==> config.mk <==
export PLATFORM = sky130hd
export DESIGN_NAME = tl_skid_fifo_flat
export DESIGN_NICKNAME = d
export VERILOG_FILES = /design/src/rtl/tl_skid_fifo_pkg.sv /design/src/rtl/tl_skid_fifo_if.sv /design/src/rtl/tl_skid_fifo_ram.sv /design/src/rtl/tl_skid_fifo.sv /design/src/flat_wrapper.sv
export SDC_FILE = /design/constraint.sdc
export NUM_CORES = 1
export LEC_CHECK = 0
export BUFFER_PORTS_ARGS = -buffer_cell sky130_fd_sc_hd__buf_2
export CORE_MARGIN = 2
export CORE_UTILIZATION = 53
export CTS_BUF_LIST = sky130_fd_sc_hd__clkbuf_4 sky130_fd_sc_hd__clkbuf_8
export DETAILED_ROUTE_END_ITERATION = 12
export GPL_TIMING_DRIVEN = 0
export PLACE_DENSITY = 0.93
export RECOVER_POWER = 100
export SETUP_SLACK_MARGIN = 0.3
export SKIP_CTS_REPAIR_TIMING = 1
export SLEW_MARGIN = 10
export SYNTH_ARGS = -nofsm -noshare
export SYNTH_HDL_FRONTEND = slang
export SYNTH_SLANG_ARGS = --single-unit
export TNS_END_PERCENT = 50
==> constraint.sdc <==
create_clock -name clk_i -period 2.9 [get_ports clk_i]
set_input_delay 0.435 -clock clk_i [delete_from_list [all_inputs] [get_ports clk_i]]
set_output_delay 0.435 -clock clk_i [all_outputs]
set_load 0.05 [all_outputs]
==> src/rtl/tl_skid_fifo_pkg.sv <==
`default_nettype none
// ============================================================================
//  Module      : tl_skid_pkg
//  Description : Shared helpers for the TileLink elastic buffer: count-width
//                function and parameter legality check.
//  Revision    : 1.0  initial release
// ============================================================================
package tl_skid_pkg;

  // Width needed to hold an occupancy value in the range 0..depth.
  function automatic int cnt_w(input int depth);
    return $clog2(depth + 1);
  endfunction

  // DEPTH must be a power of two >= 2 so pointers wrap for free;
  // AF_LEVEL must be a reachable occupancy.
  function automatic bit params_ok(input int depth, input int af_level);
    return (depth >= 2) && ((depth & (depth - 1)) == 0) &&
           (af_level >= 1) && (af_level <= depth);
  endfunction

endpackage

`define TL_SKID_PARAMS_OK(depth, af_level) (tl_skid_pkg::params_ok((depth), (af_level)))

`default_nettype wire

==> src/rtl/tl_skid_fifo_if.sv <==
`default_nettype none
// ============================================================================
//  Module      : tl_skid_fifo_if
//  Description : Bus-side / IP-side handshake bundle of the elastic buffer.
//                slave = buffer side, master = environment side.
//  Revision    : 1.0  initial release
// ============================================================================
interface tl_skid_fifo_if #(
  parameter int DW    = 8,
  parameter int DEPTH = 2
);
  import tl_skid_pkg::*;

  localparam int CW = cnt_w(DEPTH);

  logic          flush_i;
  logic          registered_vld_i;
  logic [DW-1:0] registered_data_i;
  logic          registered_ready_o;
  logic          cycle_vld_o;
  logic [DW-1:0] cycle_data_o;
  logic          combinational_ready_i;
  logic [CW-1:0] count_o;
  logic          almost_full_o;

  modport slave (
    input  flush_i, registered_vld_i, registered_data_i, combinational_ready_i,
    output registered_ready_o, cycle_vld_o, cycle_data_o, count_o, almost_full_o
  );

  modport master (
    output flush_i, registered_vld_i, registered_data_i, combinational_ready_i,
    input  registered_ready_o, cycle_vld_o, cycle_data_o, count_o, almost_full_o
  );

endinterface

`default_nettype wire

==> src/rtl/tl_skid_fifo_ram.sv <==
`default_nettype none
// ============================================================================
//  Module      : tl_skid_ram
//  Description : DEPTH x DW storage, one synchronous write port and one
//                asynchronous read port. Contents are not reset.
//  Revision    : 1.0  initial release
// ============================================================================
module tl_skid_ram
  import tl_skid_pkg::*;
#(
  parameter int DW    = 8,
  parameter int DEPTH = 2
) (
  input  wire logic                     clk_i,
  input  wire logic                     we_i,
  input  wire logic [$clog2(DEPTH)-1:0] waddr_i,
  input  wire logic [DW-1:0]            wdata_i,
  input  wire logic [$clog2(DEPTH)-1:0] raddr_i,
  output      logic [DW-1:0]            rdata_o
);

  logic [DW-1:0] mem_q [DEPTH];

  // Write port: storage only, no reset needed since occupancy gates reads.
  always_ff @(posedge clk_i) begin
    if (we_i) begin
      mem_q[waddr_i] <= wdata_i;
    end
  end

  assign rdata_o = mem_q[raddr_i];

endmodule

`default_nettype wire

==> src/rtl/tl_skid_fifo.sv <==
`default_nettype none
// ============================================================================
//  Module      : tl_skid_fifo
//  Description : DEPTH-entry elastic buffer for a TileLink channel boundary.
//                Bus side sees a flop-driven ready; IP side sees valid/data
//                either combinationally (head or bypass) or from an output
//                register, selected by OUT_REG.
//  Revision    : 1.0  initial release
// ============================================================================
module tl_skid_fifo
  import tl_skid_pkg::*;
#(
  parameter int DW       = 8,
  parameter int DEPTH    = 2,
  parameter int OUT_REG  = 0,
  parameter int AF_LEVEL = DEPTH - 1
) (
  input  wire logic     clk_i,
  input  wire logic     rst_i,
  tl_skid_fifo_if.slave bus_if
);

  localparam int            CW          = cnt_w(DEPTH);
  localparam int            AW          = $clog2(DEPTH);
  localparam logic [CW-1:0] c_depth_cnt = CW'(DEPTH);
  localparam logic [CW-1:0] c_af_cnt    = CW'(AF_LEVEL);

  if (!`TL_SKID_PARAMS_OK(DEPTH, AF_LEVEL)) begin : g_param_err
    $error("tl_skid_fifo: DEPTH must be a power of two >= 2 and AF_LEVEL in 1..DEPTH");
  end

  logic          flush;
  logic          push;
  logic          pop;
  logic [CW-1:0] count_q, count_d;
  logic          ready_q, ready_d;
  logic          af_q, af_d;
  logic [AW-1:0] wr_ptr_q, wr_ptr_d;
  logic [AW-1:0] rd_ptr_q, rd_ptr_d;
  logic          ram_we;
  logic          rd_adv;
  logic [DW-1:0] ram_rdata;
  logic          cycle_vld;
  logic [DW-1:0] cycle_data;

  assign flush = bus_if.flush_i;
  assign push  = bus_if.registered_vld_i & ready_q;
  assign pop   = cycle_vld & bus_if.combinational_ready_i;

  // Occupancy and the flags derived from it; flush overrides push and pop.
  always_comb begin
    count_d = count_q;
    if (flush) begin
      count_d = '0;
    end else begin
      count_d = count_q + CW'(push) - CW'(pop);
    end
    ready_d = (count_d < c_depth_cnt);
    af_d    = (count_d >= c_af_cnt);
  end

  // Pointer advance; flush realigns both pointers to the start.
  always_comb begin
    wr_ptr_d = wr_ptr_q;
    rd_ptr_d = rd_ptr_q;
    if (flush) begin
      wr_ptr_d = '0;
      rd_ptr_d = '0;
    end else begin
      if (ram_we) wr_ptr_d = wr_ptr_q + AW'(1);
      if (rd_adv) rd_ptr_d = rd_ptr_q + AW'(1);
    end
  end

  // Control state: ready comes up one edge after reset release.
  always_ff @(posedge clk_i or posedge rst_i) begin
    if (rst_i) begin
      count_q  <= '0;
      ready_q  <= 1'b0;
      af_q     <= 1'b0;
      wr_ptr_q <= '0;
      rd_ptr_q <= '0;
    end else begin
      count_q  <= count_d;
      ready_q  <= ready_d;
      af_q     <= af_d;
      wr_ptr_q <= wr_ptr_d;
      rd_ptr_q <= rd_ptr_d;
    end
  end

  tl_skid_ram #(
    .DW    (DW),
    .DEPTH (DEPTH)
  ) u_ram (
    .clk_i   (clk_i),
    .we_i    (ram_we),
    .waddr_i (wr_ptr_q),
    .wdata_i (bus_if.registered_data_i),
    .raddr_i (rd_ptr_q),
    .rdata_o (ram_rdata)
  );

  if (OUT_REG == 0) begin : g_comb_out
    logic empty;
    assign empty = (count_q == '0);

    // Head entry when holding data, otherwise a zero-latency bypass.
    // A bypassed beat popped in the same cycle never touches storage.
    assign cycle_vld  = !empty | (ready_q & bus_if.registered_vld_i);
    assign cycle_data = empty ? bus_if.registered_data_i : ram_rdata;
    assign ram_we     = push & !flush & !(empty & pop);
    assign rd_adv     = pop & !flush & !empty;
  end else begin : g_reg_out
    logic          out_vld_q, out_vld_d;
    logic [DW-1:0] out_data_q, out_data_d;
    logic          stored_empty;
    logic          need_load;

    // Storage holds everything except the beat parked in the output flop.
    assign stored_empty = (count_q == CW'(out_vld_q));
    assign need_load    = !out_vld_q | pop;

    // Output slot refill: storage first, else straight from the bus.
    always_comb begin
      out_vld_d  = out_vld_q;
      out_data_d = out_data_q;
      ram_we     = push & !flush;
      rd_adv     = 1'b0;
      if (flush) begin
        out_vld_d = 1'b0;
        ram_we    = 1'b0;
      end else if (need_load) begin
        if (!stored_empty) begin
          out_vld_d  = 1'b1;
          out_data_d = ram_rdata;
          rd_adv     = 1'b1;
        end else if (push) begin
          out_vld_d  = 1'b1;
          out_data_d = bus_if.registered_data_i;
          ram_we     = 1'b0;
        end else begin
          out_vld_d  = 1'b0;
        end
      end
    end

    // Output register, cleared by reset.
    always_ff @(posedge clk_i or posedge rst_i) begin
      if (rst_i) begin
        out_vld_q  <= 1'b0;
        out_data_q <= '0;
      end else begin
        out_vld_q  <= out_vld_d;
        out_data_q <= out_data_d;
      end
    end

    assign cycle_vld  = out_vld_q;
    assign cycle_data = out_data_q;
  end

  assign bus_if.registered_ready_o = ready_q;
  assign bus_if.cycle_vld_o        = cycle_vld;
  assign bus_if.cycle_data_o       = cycle_data;
  assign bus_if.count_o            = count_q;
  assign bus_if.almost_full_o      = af_q;

endmodule

`default_nettype wire

==> src/flat_wrapper.sv <==
// flat-port wrapper written by rule: the top's interface ports become plain ports
module tl_skid_fifo_flat import tl_skid_pkg::*;
#(
  parameter int DW       = 8,
  parameter int DEPTH    = 2,
  parameter int OUT_REG  = 0,
  parameter int AF_LEVEL = DEPTH - 1
)
  (clk_i, rst_i, bus_if_flush_i, bus_if_registered_vld_i, bus_if_registered_data_i, bus_if_combinational_ready_i, bus_if_registered_ready_o, bus_if_cycle_vld_o, bus_if_cycle_data_o, bus_if_count_o, bus_if_almost_full_o);
  tl_skid_fifo_if #(.DW(DW), .DEPTH(DEPTH)) bus_if_i ();
  input  wire logic clk_i;
  input  wire logic rst_i;
  input wire logic [$bits(bus_if_i.flush_i)-1:0] bus_if_flush_i;
  input wire logic [$bits(bus_if_i.registered_vld_i)-1:0] bus_if_registered_vld_i;
  input wire logic [$bits(bus_if_i.registered_data_i)-1:0] bus_if_registered_data_i;
  input wire logic [$bits(bus_if_i.combinational_ready_i)-1:0] bus_if_combinational_ready_i;
  output wire logic [$bits(bus_if_i.registered_ready_o)-1:0] bus_if_registered_ready_o;
  output wire logic [$bits(bus_if_i.cycle_vld_o)-1:0] bus_if_cycle_vld_o;
  output wire logic [$bits(bus_if_i.cycle_data_o)-1:0] bus_if_cycle_data_o;
  output wire logic [$bits(bus_if_i.count_o)-1:0] bus_if_count_o;
  output wire logic [$bits(bus_if_i.almost_full_o)-1:0] bus_if_almost_full_o;
  assign bus_if_i.flush_i = bus_if_flush_i;
  assign bus_if_i.registered_vld_i = bus_if_registered_vld_i;
  assign bus_if_i.registered_data_i = bus_if_registered_data_i;
  assign bus_if_i.combinational_ready_i = bus_if_combinational_ready_i;
  assign bus_if_registered_ready_o = bus_if_i.registered_ready_o;
  assign bus_if_cycle_vld_o = bus_if_i.cycle_vld_o;
  assign bus_if_cycle_data_o = bus_if_i.cycle_data_o;
  assign bus_if_count_o = bus_if_i.count_o;
  assign bus_if_almost_full_o = bus_if_i.almost_full_o;
  tl_skid_fifo #(.DW(DW), .DEPTH(DEPTH), .OUT_REG(OUT_REG), .AF_LEVEL(AF_LEVEL)) u_core (.clk_i(clk_i), .rst_i(rst_i), .bus_if(bus_if_i));
endmodule
==> flow_metrics.py <==
metrics = {
    "logic_synthesis": {
        "yosys.area_share.xor_xnor": 0.0329,
        "ys_warn_count": 0,
        "yosys-top-cells-count": "edfxtp_1 (16), nand2_1 (10), o21ai_0 (9)",
        "synthFlopType": "edfxtp_1",
        "synth_top_cells_by_area": "edfxtp_1 (50%), dfrtp_1 (16%), mux2i_1 (8.4%)",
        "syn_nets": 88,
        "syn_area_um2": 952,
        "ys_async_sr_fraction": 0.273,
        "synth.avg_cell_area_um2": 13.0,
        "muxShareOfSynthArea": 0.0959,
        "yosys.area.top_type": "edfxtp_1",
        "synth-edff-count": 16,
        "syn-instance-count": 73,
        "netlist-cell-type-count": 19,
        "synth-compound-area-share": 0.0604,
        "synth-seq-cells": 22,
        "synth-simple-area-share": 0.0880,
        "synth_top_area_frac": 0.505,
        "synth-seq-area-share": 0.662,
        "synth_most_common_cell": "edfxtp_1",
        "yosys.area_share.adder": 0.0263,
        "synth_top_family_by_area": "multiplexers",
    },
    "clocking": {
        "cts_buffers": 3,
        "clk_pin_slew_worst_paths_ns": 0.12,
        "cts_tree": "built",
        "clock-root-buffer": "clkbuf_4",
        "cts_buffer_depth": 2,
        "insertion_delay_ns": 0.31,
        "cts-htree-levels": 1,
        "cts_sinks": 22,
    },
    "finish": {
        "fin_nets": 118,
        "syn_to_final_growth_pct": 18.4,
        "final_area_um2": 1130,
        "layout-drive-gt1-share": 0.167,
        "utilization": 0.660,
        "antennaDiodeCount": 0,
    },
    "place": {
        "hpwl_um": 1390,
        "place_ws_ns": 0.529,
        "place_area_um2": 1110,
        "numPortBuffers": 25,
        "gp_congestion": 0.702,
    },
    "critical_path": {
        "critPathLaunch": "u_core.bus_if.count_o[0]",
        "critical_path_class": "flop to primary output",
        "slowest_delay_ns": 0.49,
        "path_cells": "nor2_1 -> buf_2 -> nand2_1 -> o21ai_0 -> clkbuf_1",
        "worstPathArrival_ns": 2.18,
        "setup.worst_path.start_class": "flop",
        "cp-end-kind": "primary output",
        "critPathSlowestCell": "clkbuf_1",
        "cp_top_family": "buffers and inverters",
        "rrSetupSlack_ns": 0.48,
        "r2r-start": "u_core.bus_if.count_o[0]",
        "crit_required_ns": 2.47,
        "crit_fanout": 10,
        "worst-path-buf-inv": 2,
    },
    "sta": {
        "fin_crit_sh": 0.900,
        "hold_viol": 0,
        "period_needed_ns": 2.61,
        "rsz0062_at_grt": "false",
        "setup_ws_ns": 0.289,
        "finalSetupViolCount": 0,
        "fmax_mhz": 383,
        "drv_slew": 0,
        "relSlewSlack": 0.149,
        "worst_pin_slew_ns": 1.27,
        "setup_tns_ns": 0,
        "fin_skew_ns": 0.00857,
    },
    "run_status": {
        "run_status": "finished clean",
    },
    "global_route": {
        "grt_max_degree": 13,
        "first_global_vias": 648,
        "grt_overflow_total": 0,
        "grt.total_usage": 0.205,
        "antenna_found_initial": 0,
        "grt_pass1_wl_um": 2860,
    },
    "drt": {
        "avgViaCountPerCell": 5.13,
        "drt_iter0_markers": 17,
        "drtAntennaViolNets": 0,
        "wire_per_inst_um": 14.9,
        "routed_wl_um": 1890,
        "drtPass1Iterations": 6,
        "dr_total_vias": 651,
        "drc_errors": 0,
    },
    "die": {
        "std_cell_rows": 15,
        "ios": 26,
        "start_util": 0.558,
        "die_y_um": 46.4,
        "dieWidth_um": 46.4,
        "fp.coreArea_um2": 1710,
        "die_area_um2": 2150,
    },
    "job": {
        "max-cap-violations": 0,
    },
    "power_and_ir_drop": {
        "totalPowerFinal_uw": 1250,
        "p_leak_uw": 0.000460,
        "pwr_density_cell_nw_per_um2": 1110,
        "vdd_drop_max_mv": 0.749,
    },
    "min_path": {
        "hold_path_class": "input pin to asynchronous set/reset pin",
    },
}
==> path summary, 6_finish.rpt <==
path | end | cells past startpoint
setup / recovery | bus_if_cycle_data_o[4] | 5
hold / removal | u_core.bus_if.registered_ready_o | 2
setup reg to reg | u_core.bus_if.registered_ready_o | 8
hold reg to reg | u_core.wr_ptr_q | 2
max in group asynchronous | u_core.wr_ptr_q | 2
min in group clk_i | u_core.u_ram.mem_q[1][6] | 1
==> sequential cells by signal (all words and copies together), names as in the netlist <==
signal / cells
u_core.bus_if.count_o: 2
u_core.bus_if.almost_full_o: 1
u_core.u_ram.mem_q: 16
u_core.bus_if.registered_ready_o: 1
u_core.wr_ptr_q: 1
u_core.rd_ptr_q: 1
==> area by class of cell <==
class / instances / area [um2]
buffer: 2 / 10.0
multi-input combinational: 43 / 292
tap: 25 / 31.3
sequential: 22 / 631
clock buffer: 4 / 36.3
fill: 149 / 581
inverter: 6 / 22.5
timing repair buffer: 25 / 105
==> routing by layer <==
layer | vias up | track usage | part of all wire
met3 | 4 | 0.0353 | 0.029
met2 | 20 | 0.347 | 0.54
met1 | 316 | 0.237 | 0.41
met5 | - | 0 | 0
met4 | 0 | 0.131 | 0.016
li1 | 311 | - | -
==> worst register-to-register path, stage by stage (launching register included) <==
cell and delay (ns):
dfrtp_1 0.44, nor2_1 0.47, nand2_2 0.12, and2_0 0.18, ha_1 0.27, inv_1 0.04, ha_1 0.18, xnor3_1 0.36
or2_0 0.25
==> metrics by stage <==
stage	hold WS, ns	cells
floorplan	0.226	73
global placement	0.349	123
detailed placement	0.358	123
CTS	0.0100	127
global route	0.0156	127
finish	0.00837	127
==> kinds of logic after synthesis <==
logic type / count (synthesis)
flip-flops: 22
AND/OR/NAND/NOR: 19
AO/OA/AOI/OAI: 11
multiplexers: 9
buffers and inverters: 8
XOR/XNOR: 2
adder cells (fa/ha/maj): 2
==> cell usage in the layout (no fill, tap or decap), types with 2 or more instances in the layout <==
cell	synthesis	final
ha_1	2	2
nand2_1	10	9
inv_1	6	6
clkbuf_1	0	16
buf_2	2	10
clkbuf_4	0	3
nor2_1	4	4
mux2i_1	8	8
edfxtp_1	16	16
o21ai_0	9	9
dfrtp_1	6	6
==> where the power goes <==
group	internal [uW]	switching [uW]
Sequential	392	26.6
Clock	76.7	90.5
Combinational	163	505
Total	632	622
(Power assumes the default switching activity.)
